$ cat config.mk
export PLATFORM = sky130hd
export DESIGN_NAME = alu_sm_seq_flat
export DESIGN_NICKNAME = d
export VERILOG_FILES = /design/src/rtl/alu_sm_seq_if.sv /design/src/rtl/alu_sm_seq.sv /design/src/flat_wrapper.sv
export SDC_FILE = /design/constraint.sdc
export NUM_CORES = 1
export LEC_CHECK = 0
export ABC_AREA = 1
export BUFFER_PORTS_ARGS = -buffer_cell sky130_fd_sc_hd__clkbuf_2
export CORE_ASPECT_RATIO = 0.7
export CORE_MARGIN = 3
export CORE_UTILIZATION = 50
export DETAILED_ROUTE_END_ITERATION = 16
export PLACE_DENSITY = 0.79
export SYNTH_ARGS = -nofsm -noshare
export SYNTH_HDL_FRONTEND = slang
export SYNTH_SLANG_ARGS = --single-unit
export TNS_END_PERCENT = 10
$ cat constraint.sdc
create_clock -name clk -period 7.25 [get_ports clk]
set_input_delay 1.8125 -clock clk [delete_from_list [all_inputs] [get_ports clk]]
set_output_delay 1.8125 -clock clk [all_outputs]
set_load 0.05 [all_outputs]
$ cat src/rtl/alu_sm_seq_if.sv
// Request/result bus for the sequential sign-magnitude ALU.
// master = operand issuer and result consumer, slave = the ALU.
`timescale 1ns/1ps

interface alu_sm_seq_if #(
    parameter int W = 16
);
    logic         in_valid;
    logic         in_ready;
    logic [2:0]   op;
    logic [W-1:0] a;
    logic [W-1:0] b;
    logic         out_valid;
    logic         out_ready;
    logic [W-1:0] result;
    logic         ovf;
    logic         dz;
    logic         inv;

    modport master (
        output in_valid,
        output op,
        output a,
        output b,
        output out_ready,
        input  in_ready,
        input  out_valid,
        input  result,
        input  ovf,
        input  dz,
        input  inv
    );

    modport slave (
        input  in_valid,
        input  op,
        input  a,
        input  b,
        input  out_ready,
        output in_ready,
        output out_valid,
        output result,
        output ovf,
        output dz,
        output inv
    );
endinterface

$ cat src/rtl/alu_sm_seq.sv
// Sequential sign-magnitude ALU: 1-cycle add/sub/neg/abs/zero, iterative mul/div/sqrt.
// Define ALU_SM_SQRT_EN to build the square-root engine; otherwise op 111 reports inv.
`timescale 1ns/1ps

module alu_sm_seq #(
    parameter int W = 16
) (
    input  logic        clk,
    input  logic        rst,
    alu_sm_seq_if.slave io_bus
);
    localparam int M  = W - 1;
    localparam int CW = $clog2(M + 1);
`ifdef ALU_SM_SQRT_EN
    localparam int N  = (M + 1) / 2;
    localparam int RW = 2 * N;
    localparam logic [CW-1:0] C_SQRT = CW'(N);
`endif
    localparam logic [CW-1:0] C_ITER = CW'(M);
    localparam logic [CW-1:0] C_ONE  = CW'(1);

    localparam logic [2:0] OP_ZERO = 3'b000;
    localparam logic [2:0] OP_ADD  = 3'b001;
    localparam logic [2:0] OP_SUB  = 3'b010;
    localparam logic [2:0] OP_MUL  = 3'b011;
    localparam logic [2:0] OP_DIV  = 3'b100;
    localparam logic [2:0] OP_NEG  = 3'b101;
    localparam logic [2:0] OP_ABS  = 3'b110;
    localparam logic [2:0] OP_SQRT = 3'b111;

    localparam logic [M-1:0] MAG_MAX = '1;

    typedef enum logic [1:0] {
        S_IDLE,
        S_BUSY,
        S_DONE
    } state_t;

    // Pack a sign and magnitude, forcing a zero magnitude to +0.
    function automatic logic [W-1:0] f_pack(
        input logic         s,
        input logic [M-1:0] m
    );
        return {s & (|m), m};
    endfunction

    state_t r_state;
    state_t w_state_nxt;

    logic [2:0]     r_op;
    logic           r_neg;
    logic [M-1:0]   r_ma;
    logic [M-1:0]   r_mb;
    logic [2*M:0]   r_p;
    logic [CW-1:0]  r_cnt;
    logic [W-1:0]   r_result;
    logic           r_ovf;
    logic           r_dz;
    logic           r_inv;

    logic           w_in_ready;
    logic           w_accept;
    logic           w_sa;
    logic           w_sb;
    logic           w_sbe;
    logic [M-1:0]   w_ma;
    logic [M-1:0]   w_mb;
    logic           w_as_sign;
    logic [M:0]     w_as_mag;
    logic           w_multi;
    logic [W-1:0]   w_fast_res;
    logic           w_fast_ovf;
    logic           w_fast_dz;
    logic           w_fast_inv;

    logic [M:0]     w_mul_sum;
    logic [2*M-1:0] w_mul_nxt;
    logic [M:0]     w_div_r;
    logic           w_div_ge;
    logic [M:0]     w_div_rem;
    logic [2*M:0]   w_div_nxt;
    logic [W-1:0]   w_eng_res;
    logic           w_eng_ovf;

`ifdef ALU_SM_SQRT_EN
    logic [RW-1:0]  r_rad;
    logic [N-1:0]   r_root;
    logic [N+2:0]   r_rem;
    logic [N+2:0]   w_sq_sh;
    logic [N+2:0]   w_sq_trial;
    logic           w_sq_ge;
    logic [N+2:0]   w_sq_rem_nxt;
    logic [N-1:0]   w_sq_root_nxt;
`endif

    assign w_in_ready = (r_state == S_IDLE) && !rst;
    assign w_accept   = io_bus.in_valid && w_in_ready;

    assign io_bus.in_ready  = w_in_ready;
    assign io_bus.out_valid = (r_state == S_DONE);
    assign io_bus.result    = r_result;
    assign io_bus.ovf       = r_ovf;
    assign io_bus.dz        = r_dz;
    assign io_bus.inv       = r_inv;

    // Operand decode: -0 counts as +0, sub folds into add with b's sign flipped.
    always_comb begin
        w_ma  = io_bus.a[M-1:0];
        w_mb  = io_bus.b[M-1:0];
        w_sa  = io_bus.a[W-1] & (|w_ma);
        w_sb  = io_bus.b[W-1] & (|w_mb);
        w_sbe = w_sb ^ (io_bus.op == OP_SUB);
        w_as_sign = w_sa;
        if (w_sa == w_sbe) begin
            w_as_mag = {1'b0, w_ma} + {1'b0, w_mb};
        end else if (w_ma >= w_mb) begin
            w_as_mag = {1'b0, w_ma - w_mb};
        end else begin
            w_as_mag  = {1'b0, w_mb - w_ma};
            w_as_sign = w_sbe;
        end
    end

    // Single-cycle results and the decision to start an iterative engine.
    always_comb begin
        w_fast_res = '0;
        w_fast_ovf = 1'b0;
        w_fast_dz  = 1'b0;
        w_fast_inv = 1'b0;
        w_multi    = 1'b0;
        case (io_bus.op)
            OP_ADD, OP_SUB: begin
                if (w_as_mag[M]) begin
                    w_fast_res = {w_as_sign, MAG_MAX};
                    w_fast_ovf = 1'b1;
                end else begin
                    w_fast_res = f_pack(w_as_sign, w_as_mag[M-1:0]);
                end
            end
            OP_MUL: w_multi = 1'b1;
            OP_DIV: begin
                if (w_mb == '0) begin
                    w_fast_res = {w_sa, MAG_MAX};
                    w_fast_dz  = 1'b1;
                end else begin
                    w_multi = 1'b1;
                end
            end
            OP_NEG: w_fast_res = f_pack(~w_sa, w_ma);
            OP_ABS: w_fast_res = {1'b0, w_ma};
            OP_SQRT: begin
`ifdef ALU_SM_SQRT_EN
                if (w_sa) begin
                    w_fast_inv = 1'b1;
                end else begin
                    w_multi = 1'b1;
                end
`else
                w_fast_inv = 1'b1;
`endif
            end
            OP_ZERO: w_fast_res = '0;
            default: w_fast_res = '0;
        endcase
    end

    // One iteration step of the shift-add multiplier and restoring divider.
    always_comb begin
        w_mul_sum = {1'b0, r_p[2*M-1:M]} + (r_p[0] ? {1'b0, r_ma} : '0);
        w_mul_nxt = {w_mul_sum, r_p[M-1:1]};
        w_div_r   = (r_p[2*M:M] << 1) | {{M{1'b0}}, r_p[M-1]};
        w_div_ge  = (w_div_r >= {1'b0, r_mb});
        w_div_rem = w_div_ge ? (w_div_r - {1'b0, r_mb}) : w_div_r;
        w_div_nxt = {w_div_rem, r_p[M-2:0], w_div_ge};
    end

`ifdef ALU_SM_SQRT_EN
    // One digit of the square root: bring down two radicand bits, try root*4+1.
    always_comb begin
        w_sq_sh       = (r_rem << 2) | {{(N+1){1'b0}}, r_rad[RW-1:RW-2]};
        w_sq_trial    = {1'b0, r_root, 2'b01};
        w_sq_ge       = (w_sq_sh >= w_sq_trial);
        w_sq_rem_nxt  = w_sq_ge ? (w_sq_sh - w_sq_trial) : w_sq_sh;
        w_sq_root_nxt = {r_root[N-2:0], w_sq_ge};
    end
`endif

    // Result of the final engine iteration, including multiply saturation.
    always_comb begin
        w_eng_res = '0;
        w_eng_ovf = 1'b0;
        case (r_op)
            OP_MUL: begin
                if (|w_mul_nxt[2*M-1:M]) begin
                    w_eng_res = {r_neg, MAG_MAX};
                    w_eng_ovf = 1'b1;
                end else begin
                    w_eng_res = f_pack(r_neg, w_mul_nxt[M-1:0]);
                end
            end
            OP_DIV: w_eng_res = f_pack(r_neg, w_div_nxt[M-1:0]);
`ifdef ALU_SM_SQRT_EN
            OP_SQRT: w_eng_res = {1'b0, M'(w_sq_root_nxt)};
`endif
            default: w_eng_res = '0;
        endcase
    end

    // Next-state logic: fast ops go straight to DONE, engines pass through BUSY.
    always_comb begin
        w_state_nxt = r_state;
        unique case (r_state)
            S_IDLE: begin
                if (w_accept) begin
                    w_state_nxt = w_multi ? S_BUSY : S_DONE;
                end
            end
            S_BUSY: begin
                if (r_cnt == C_ONE) begin
                    w_state_nxt = S_DONE;
                end
            end
            S_DONE: begin
                if (io_bus.out_ready) begin
                    w_state_nxt = S_IDLE;
                end
            end
            default: w_state_nxt = S_IDLE;
        endcase
    end

    // State register.
    always_ff @(posedge clk) begin
        if (rst) begin
            r_state <= S_IDLE;
        end else begin
            r_state <= w_state_nxt;
        end
    end

    // Operand latch, engine iteration and result/flag registers.
    always_ff @(posedge clk) begin
        if (rst) begin
            r_op     <= OP_ZERO;
            r_neg    <= 1'b0;
            r_ma     <= '0;
            r_mb     <= '0;
            r_p      <= '0;
            r_cnt    <= '0;
            r_result <= '0;
            r_ovf    <= 1'b0;
            r_dz     <= 1'b0;
            r_inv    <= 1'b0;
        end else begin
            unique case (r_state)
                S_IDLE: begin
                    if (w_accept) begin
                        r_op  <= io_bus.op;
                        r_neg <= w_sa ^ w_sb;
                        r_ma  <= w_ma;
                        r_mb  <= w_mb;
                        r_p   <= {{(M+1){1'b0}},
                                  (io_bus.op == OP_MUL) ? w_mb : w_ma};
                        if (w_multi) begin
`ifdef ALU_SM_SQRT_EN
                            r_cnt <= (io_bus.op == OP_SQRT) ? C_SQRT : C_ITER;
`else
                            r_cnt <= C_ITER;
`endif
                        end else begin
                            r_result <= w_fast_res;
                            r_ovf    <= w_fast_ovf;
                            r_dz     <= w_fast_dz;
                            r_inv    <= w_fast_inv;
                        end
                    end
                end
                S_BUSY: begin
                    r_cnt <= r_cnt - C_ONE;
                    if (r_op == OP_MUL) begin
                        r_p <= {1'b0, w_mul_nxt};
                    end else begin
                        r_p <= w_div_nxt;
                    end
                    if (r_cnt == C_ONE) begin
                        r_result <= w_eng_res;
                        r_ovf    <= w_eng_ovf;
                        r_dz     <= 1'b0;
                        r_inv    <= 1'b0;
                    end
                end
                S_DONE: begin
                    r_cnt <= r_cnt;
                end
                default: begin
                    r_cnt <= '0;
                end
            endcase
        end
    end

`ifdef ALU_SM_SQRT_EN
    // Square-root engine registers: radicand shifter, partial root, remainder.
    always_ff @(posedge clk) begin
        if (rst) begin
            r_rad  <= '0;
            r_root <= '0;
            r_rem  <= '0;
        end else if (r_state == S_IDLE && w_accept) begin
            r_rad  <= RW'(w_ma);
            r_root <= '0;
            r_rem  <= '0;
        end else if (r_state == S_BUSY && r_op == OP_SQRT) begin
            r_rad  <= r_rad << 2;
            r_root <= w_sq_root_nxt;
            r_rem  <= w_sq_rem_nxt;
        end
    end
`endif

endmodule

$ cat src/flat_wrapper.sv
// flat-port wrapper written by rule: the top's interface ports become plain ports
module alu_sm_seq_flat 
#(
    parameter int W = 16
)
  (clk, rst, io_bus_in_valid, io_bus_op, io_bus_a, io_bus_b, io_bus_out_ready, io_bus_in_ready, io_bus_out_valid, io_bus_result, io_bus_ovf, io_bus_dz, io_bus_inv);
  alu_sm_seq_if #(.W(W)) io_bus_i ();
  input  logic clk;
  input  logic rst;
  input wire logic [$bits(io_bus_i.in_valid)-1:0] io_bus_in_valid;
  input wire logic [$bits(io_bus_i.op)-1:0] io_bus_op;
  input wire logic [$bits(io_bus_i.a)-1:0] io_bus_a;
  input wire logic [$bits(io_bus_i.b)-1:0] io_bus_b;
  input wire logic [$bits(io_bus_i.out_ready)-1:0] io_bus_out_ready;
  output wire logic [$bits(io_bus_i.in_ready)-1:0] io_bus_in_ready;
  output wire logic [$bits(io_bus_i.out_valid)-1:0] io_bus_out_valid;
  output wire logic [$bits(io_bus_i.result)-1:0] io_bus_result;
  output wire logic [$bits(io_bus_i.ovf)-1:0] io_bus_ovf;
  output wire logic [$bits(io_bus_i.dz)-1:0] io_bus_dz;
  output wire logic [$bits(io_bus_i.inv)-1:0] io_bus_inv;
  assign io_bus_i.in_valid = io_bus_in_valid;
  assign io_bus_i.op = io_bus_op;
  assign io_bus_i.a = io_bus_a;
  assign io_bus_i.b = io_bus_b;
  assign io_bus_i.out_ready = io_bus_out_ready;
  assign io_bus_in_ready = io_bus_i.in_ready;
  assign io_bus_out_valid = io_bus_i.out_valid;
  assign io_bus_result = io_bus_i.result;
  assign io_bus_ovf = io_bus_i.ovf;
  assign io_bus_dz = io_bus_i.dz;
  assign io_bus_inv = io_bus_i.inv;
  alu_sm_seq #(.W(W)) u_core (.clk(clk), .rst(rst), .io_bus(io_bus_i));
endmodule
* Yosys cells after proc, flatten, opt, wreduce, memory -nomap -nowiden *
Cells that the tools add are included.

operators by class
  add/subtract/negate cells = 6
  order comparisons = 2
  eq/ne operators = 18
  muxes and demuxes = 47
  bitwise logic cells = 11
  reductions and logical operators = 18

operator list
  operator                                                number
  2-to-1 mux 16 bit                                       7
  OR reduction 15 bit                                     6
  one-hot mux 16 bit (2 select lines)                     2
  one-hot mux 16 bit (4 select lines)                     1
  2-to-1 mux 15 bit                                       4
  2-to-1 mux 30 bit                                       2
  one-hot mux 30 bit (2 select lines)                     1
  subtractor 15 bit                                       3
  adder 15 x 15 -> 16 bit                                 2
  2-to-1 mux 1 bit                                        18
  >= comparator 16 x 15 -> 1 bit                          1
  OR 16 x 1 -> 16 bit                                     1
  equality test 3 bit (second input constant)             5
  >= comparator 15 bit                                    1
  logical NOT 15 bit                                      1
  one-hot mux 4 bit (3 select lines)                      1
  equality test 3 x 2 -> 1 bit (second input constant)    3
  2-to-1 mux 2 bit                                        4
  2-to-1 mux 4 bit                                        2
  one-hot mux 1 bit (2 select lines)                      4
  bitwise AND 1 bit                                       6
  inequality test 2 x 1 -> 1 bit (second input constant)  3
  one-hot mux 2 bit (3 select lines)                      1
  AND reduction 3 bit                                     2
  16 further kinds                                        21

storage, ports and cells
  register bits = 89
  input bits = 39
  output and inout port bits = 21
  logic and storage cells = 113

* Longest topological paths before layout *
Gate-level depths: netlist of the first run.

  depth after elaboration = 12
  mapped depth = 26

* Worst setup path after synthesis of the first run *
Ideal clock, no wire load.

  path type = input to output
  start = input port rst
  end = output port io_bus_in_ready
  arrival time = 2.652 ns
  slack = 2.786 ns
  cell stages on the path = 2
  buffers on the path = 1
  path through = clkbuf_1 > nor2_1

between the ends
  cells in the longest elaborated chain, start to end = 2

RTL lines
  what               line                source
  start, declared    flat_wrapper.sv:9   input logic rst;
  logical NOT 1 bit  alu_sm_seq.sv:96    assign w_in_ready = (r_state == S_IDLE) && !rst;
  logical AND 1 bit  alu_sm_seq.sv:96
  end, declared      flat_wrapper.sv:15  output wire logic [$bits(io_bus_i.in_ready)-1:0] io_bus_in_ready;

Every way passes these cells.

* Worst setup path after layout of the first run *
  start = input port rst
  end = register u_core.r_result[11] (netlist: u_core.io_bus.result[11])

between the ends
  cells in the longest elaborated chain, start to end = 5

RTL lines
  what                                      line               source
  logical NOT 1 bit                         alu_sm_seq.sv:96
  logical AND 1 bit                         alu_sm_seq.sv:96
  logical AND 1 bit                         alu_sm_seq.sv:97   assign w_accept = io_bus.in_valid && w_in_ready;
  inequality test 2 x 1 -> 1 bit (no line)  n/a
  AND reduction 4 bit (no line)             n/a
  end signal, assigned                      alu_sm_seq.sv:271  r_result <= w_fast_res;
  end signal, assigned                      alu_sm_seq.sv:286  r_result <= w_eng_res;
  end, declared                             alu_sm_seq.sv:56   logic [W-1:0] r_result;

Several ways; a longest one is shown, not always the timed one.
A chain may end at the register's enable or synchronous reset.

==> impl_metrics.ini, run 1 <==
[floorplan]
rows = 40
core_area_um2 = 17600
fp.dieW_um = 168
ioPinCount = 60
die_area_um2 = 20200
start_util = 0.524
die_y_um = 120

[cells_and_area]
fin_nets = 1680
fin_cells = 1791
syn_to_final_growth_pct = 7.09
antenna_cells = 0
design_area_um2 = 9890
drive_gt1_frac = 0.0769

[min_path]
min_from = u_core.io_bus.dz
hp-class = reg -> reg

[critical_path]
critPathBufInv = 4
crit_start = rst
crit_top_cell = nor2_1
worst_setup_path_end_kind = flop
crit_chain = clkbuf_2 -> nor2_1 -> nand2_2 -> nand2_1 -> inv_2 -> nor2_1 -> nand2_1 -> inv_2 -> nor2_1 -> nor2_1 -> nand2_1 -> inv_1
crit_fanout = 34
crit_arrival_ns = 4.96
cp-start-kind = input port
critical_path.slowest_cell = clkbuf_2
critical_path.top_delay_family = simple AND/OR/NAND/NOR gates
r2r_start = u_core.r_p[0]
crit_required_ns = 7.49
crit_type = in -> reg
max_stage_delay_ns = 0.58

[run]
drv_cap = 0

[synthesis]
synthDistinctLibCells = 50
ys_seq_area_frac = 0.193
ys_top_cells_by_area = dfxtp_1 (19%), nand2_1 (17%), ha_1 (11%)
ys.warnings.count = 0
ys_ff_latch = 89
synth_edf_count = 0
synthFlopType = dfxtp_1
postSynth.asyncResetShare = 0
synthesis.nets = 1666
syn_area_um2 = 9240
synth.largest_area_cell = dfxtp_1
syn-instance-count = 1541
synth_top_area_share = 0.193
avgSynthCellArea_um2 = 5.99

[clock_tree]
clk_latency_ns = 0.34
cts-htree-levels = 3
cts_setup_buffers = 0
clock-sinks = 89
path_clk_slew_ns = 0.06
post_cts_resized = 0
cts_made_buffers = 9
hold_buffers = 0
cts_buffer_depth = 2
clock-root-buffer = clkbuf_16
cts_tree = yes

[grt]
gr-max-usage-layer = met1
grtUsageMet2 = 0.412
use_met1 = 0.469
grt_pass1_vias = 9146
globalRouteTotalUtil = 0.304
grt_pass1_wl_mm = 49.5
grtUsageMet3 = 0.0912
grt_max_degree = 84
antenna_found_initial = 1
grt.overflow.total = 0

[power]
ir_drop_v = 0.000125
combinationalPowerShare = 0.381
clock_power_share = 0.295
fin_total_pwr_w = 0.00173
p_switching_w = 0.000706
p_seq_frac = 0.323
switching_share = 0.407
p_leak_nw = 5.06
powerDensity_nw_per_um2 = 175
internal_power_w = 0.00103

[route]
vias_per_cell = 5.85
route.detailed.drc = 0
wl_per_cell_um = 17.5
vias = 10500
firstDrtPassIters = 6
drt_iter0_markers = 1487
wirelength_mm = 31.4
ant_nets = 0

[place]
dpl-instance-area_um2 = 9570
placed_cells = 1775
hpwl_mm = 24.9
gp_congestion = 1.09
port-buffer-count = 59

[timing]
finalSetupViolations = 0
tightest_slew_ns = 0.897
drv_slew = 0
whs_ns = 0.471
max-slew-margin-rel = 0.398
timing.fmax_mhz = 212
min_period_ns = 4.72
skew_ns = 0.00831
fin_crit_sh = 0.651
tns_ns = 0
final-hold-violation-count = 0
rsz0062_at_grt = no

[status]
outcome = complete, no violations
worst reg2reg max path, stage by stage (launching register included):
cell and delay, ns:
dfxtp_1 0.74, nand2_1 0.12, inv_1 0.08, ha_1 0.28
nand3_1 0.10, nand3_1 0.11, a21oi_1 0.40, o21ai_2 0.17
xnor2_1 0.27, nand4_1 0.12, nor2_1 0.22, nand3_1 0.13
nand2_2 0.31, nand3_1 0.25, nand2_1 0.11, nand3_1 0.08
nand2_1 0.08, inv_1 0.04
state kept, by name, indices dropped and copies added, names as in the netlist:
| register | flops |
|---|---|
| u_core.r_p | 30 |
| u_core.io_bus.result | 16 |
| u_core.r_ma | 15 |
| u_core.r_mb | 15 |
| u_core.r_cnt | 4 |
| u_core.r_op | 3 |
| u_core.r_state | 2 |
| u_core.io_bus.dz | 1 |
| u_core.io_bus.inv | 1 |
| u_core.io_bus.ovf | 1 |
| u_core.r_neg | 1 |
per-stage QoR:
step	util	setup WS (ns)
after floorplan	-	2.79
after global routing	0.561	2.30
after CTS	0.561	2.56
after detailed placement	0.543	2.29
after global placement	0.543	2.31
final	0.561	2.53
kinds of logic (layout without fill, tap and decap cells):
family,after synthesis,after routing,share of synthesized area
and+or+nand+nor,737,737,0.334
buffers and inverters,279,298,0.121
AOI/OAI and AO/OA,310,310,0.193
xor gates and xnor gates,40,40,0.0379
DFF,89,89,0.193
adders and majority gates,86,86,0.121
routing by layer:
layer | up-vias | wire, µm
met4 | 2 | 510
met1 | 4722 | 14400
met2 | 673 | 12000
li1 | 5036 | -
met5 | - | 7
met3 | 47 | 4450
layout by cell type (no fill, tap or decap), types with 12 or more instances in the layout:
cell	synthesis	routed
a211oi_1	12	12
a21oi_1	130	130
clkbuf_2	0	59
dfxtp_1	89	89
ha_1	81	81
inv_1	205	205
nand2_1	423	422
nand3_1	127	127
nor2_1	135	135
o2111ai_1	16	16
o211ai_1	15	15
o21ai_0	93	93
o31ai_1	12	12
xnor2_1	17	17
xor2_1	23	23
synthesized netlist by cell type (6+ instances only):
cell	n
o2111ai_1	16
o31ai_1	12
buf_2	7
dfxtp_1	89
ha_1	81
nand3_1	127
o21ai_0	93
nand2_1	423
inv_2	10
a21oi_1	130
buf_1	6
nor2_2	6
o211ai_1	15
nor3_1	11
nor2_1	135
xnor2_1	17
nand2_2	6
buf_4	7
a211oi_1	12
clkbuf_1	37
inv_1	205
nand4_1	10
xor2_1	23
o21bai_1	8
layout make-up:
class | instances | area (µm²)
fillers | 1783 | 7730
well taps | 231 | 289
clock buffers | 9 | 225
clock inverters | 7 | 92.6
flip-flops and latches | 89 | 1780
multi-input cells | 1173 | 6350
inverters | 217 | 815
repair buffers | 65 | 340
final timing paths:
path / end / cells past startpoint / slack (ns)
max: u_core.io_bus.result[11] / 12 / 2.53
min: u_core.io_bus.dz / 2 / 0.47
max reg2reg: u_core.io_bus.result[15] / 17 / 3.55
min reg2reg: u_core.io_bus.dz / 2 / 0.47
power groups by stage:
| stage | clock network [W] | logic, W | registers (W) |
|---|---|---|---|
| after global placement | 0 | 0.000629 | 0.000568 |
| after floorplan | 0 | 0.000442 | 0.000592 |
| after global routing | 0.000533 | 0.000727 | 0.000562 |
| after detailed placement | 0 | 0.000634 | 0.000568 |
| after CTS | 0.000511 | 0.000638 | 0.000558 |
| final | 0.000512 | 0.000661 | 0.000560 |
(Power assumes the default switching activity.)
==> run 2, diff against run 1 <==
--- a/config.mk
+++ b/config.mk
@@ -11,7 +11,7 @@
 export CORE_MARGIN = 3
 export CORE_UTILIZATION = 50
 export DETAILED_ROUTE_END_ITERATION = 16
-export PLACE_DENSITY = 0.79
+export PLACE_DENSITY = 0.81
 export SYNTH_ARGS = -nofsm -noshare
 export SYNTH_HDL_FRONTEND = slang
 export SYNTH_SLANG_ARGS = --single-unit
==> constraint.sdc (replaced) <==
create_clock -name clk -period 3.9 [get_ports clk]
set_input_delay 0.975 -clock clk [delete_from_list [all_inputs] [get_ports clk]]
set_output_delay 0.975 -clock clk [all_outputs]
set_load 0.05 [all_outputs]
==> run 2 against run 1 <==
Compared with the run above: flip-flop and latch count did not move; critical path depth increased by 10; cell area is 4.5% higher; sequential power increased by 86%; worst hold slack improved by 0.0046 ns; largest cell class unchanged.
==> impl_metrics.ini, run 2 (synthesis results as in run 1) <==
[route]
vias = 10600
wl_per_cell_um = 18.2
firstDrtPassIters = 6
route.detailed.drc = 0
ant_nets = 0
vias_per_cell = 5.75
wirelength_mm = 33.6
drt_iter0_markers = 1418

[power]
fin_total_pwr_w = 0.00330
p_leak_nw = 5.33
ir_drop_v = 0.000282
powerDensity_nw_per_um2 = 319

[floorplan]
rows = 40
start_util = 0.524
die_y_um = 120
core_area_um2 = 17600
fp.dieW_um = 168
ioPinCount = 60
die_area_um2 = 20200

[min_path]
min_from = u_core.io_bus.dz
hp-class = reg -> reg
hold_end = u_core.io_bus.dz
hold_depth = 2

[timing]
final-hold-violation-count = 0
finalSetupViolations = 0
worst_slack_ns = 0.331
max-slew-margin-rel = 0.425
fin_crit_sh = 0.915
tns_ns = 0
tightest_slew_ns = 0.862
drv_slew = 0
min_period_ns = 3.57
rsz0062_at_grt = no
timing.fmax_mhz = 280
skew_ns = 0.00489

[critical_path]
cp-start-kind = input port
rr_worst_depth = 18
crit_arrival_ns = 3.81
critical_path.slowest_cell = nand2_1
crit_top_cell = nand2_1
critical_path.top_delay_family = simple AND/OR/NAND/NOR gates
worst_setup_path_end_kind = flop
crit_type = in -> reg
reg2reg_to = u_core.io_bus.result[15]
crit_fanout = 10
max_stage_delay_ns = 0.31
crit_chain = clkbuf_2 -> inv_1 -> buf_4 -> nand3_1 -> nor2_1 -> nand2_1 -> nand2_1 -> nand2_1 -> nand3_1 -> nand2_1 -> nand2_1 -> nand2_1 -> nor2_1 -> nand3_1 -> nor2_1 -> nand3_1 -> nand2_1 -> nand2_1 -> nand2_1 -> nand3_1 -> nand2_1 -> inv_1
crit_required_ns = 4.14
r2r_start = u_core.r_p[0]
critPathBufInv = 4
rrSetupSlack_ns = 0.40

[run]
drv_cap = 0

[clock_tree]
path_clk_slew_ns = 0.07
cts_buffer_depth = 2
clk_latency_ns = 0.34
cts_tree = yes
hold_buffers = 0
cts_made_buffers = 9
cts-htree-levels = 3
clock-sinks = 89
clock-root-buffer = clkbuf_16

[cells_and_area]
multi_input_area_um2 = 6350
fin_nets = 1736
drive_gt1_frac = 0.109
syn_to_final_growth_pct = 11.9
largest-register = u_core.r_p
design_area_um2 = 10300
fill_cells = 1756
antenna_cells = 0
largest_register_ffs = 30
seqCellArea_um2 = 1780
layout_common_cells = nand2_1 (422), inv_1 (205), nor2_1 (135), a21oi_1 (130), nand3_1 (127)
mostFrequentLayoutCell = nand2_1

[grt]
globalRouteTotalUtil = 0.323
antenna_found_initial = 0
grt_max_degree = 84
grt_pass1_wl_mm = 51.5
grt_pass1_vias = 9298
grt.overflow.total = 0

[place]
dpl-instance-area_um2 = 10000
port-buffer-count = 59
hpwl_mm = 27.2
preCtsSetupSlack_ns = 0.0573
gp_congestion = 0.954

[status]
outcome = complete, no violations
-- run 2: worst min-delay path, delay by kind of cell, from the launching register on --
| kind | cells | cell delay, ns |
|---|---|---|
| flops | 1 | 0.32 |
| simple gates | 1 | 0.06 |
| compound gates | 1 | 0.05 |
-- run 2: worst max-delay path by stage --
stage,start,endpoint,slack (ns),depth (start not counted)
after floorplan,rst,u_core.io_bus.result[3],0.76,10
after global routing,io_bus_b[14],u_core.io_bus.result[15],0.09,22
after detailed placement,io_bus_b[3],u_core.io_bus.result[15],0.06,22
final,io_bus_b[14],u_core.io_bus.result[15],0.33,22
after global placement,io_bus_b[3],u_core.io_bus.result[15],0.06,22
after CTS,u_core.r_p[0],u_core.io_bus.result[15],0.26,17
-- run 2: area by class of cell --
| class | count | share of cell area |
|---|---|---|
| Tap cell | 231 | 0.0280 |
| Multi-Input combinational cell | 1173 | 0.614 |
| Clock buffer | 10 | 0.0222 |
| Inverter | 217 | 0.0788 |
| Sequential cell | 89 | 0.173 |
| Timing Repair Buffer | 121 | 0.0772 |
| Clock inverter | 6 | 0.00726 |
-- run 2: power by group --
part | switching [W] | internal [W]
sequential | 0.0000651 | 0.000979
clock | 0.000399 | 0.000508
combinational | 0.000908 | 0.000441
-- run 2: timing repair --
item,CTS,global route
endpoints found under the setup margin,0,7
gates resized for setup,0,1
buffers inserted,0,0
-- run 2: per-layer routing --
layer / vias to the layer above / share of wire / global-route usage
met2: 618 / 0.36 / 0.406
li1: 5144 / - / -
met1: 4816 / 0.48 / 0.521
met4: 0 / 0.016 / 0.0629
met3: 38 / 0.14 / 0.101
met5: - / 0 / 0
-- run 2: stage by stage --
stage	hold WS, ns	util	std cells
6_report	0.476	0.587	1847
5_1_grt	0.505	0.587	1847
4_1_cts	0.476	0.587	1847
3_5_place_dp	0.459	0.569	1831
3_3_place_gp	0.453	0.569	1831
2_1_floorplan	0.453	-	1541
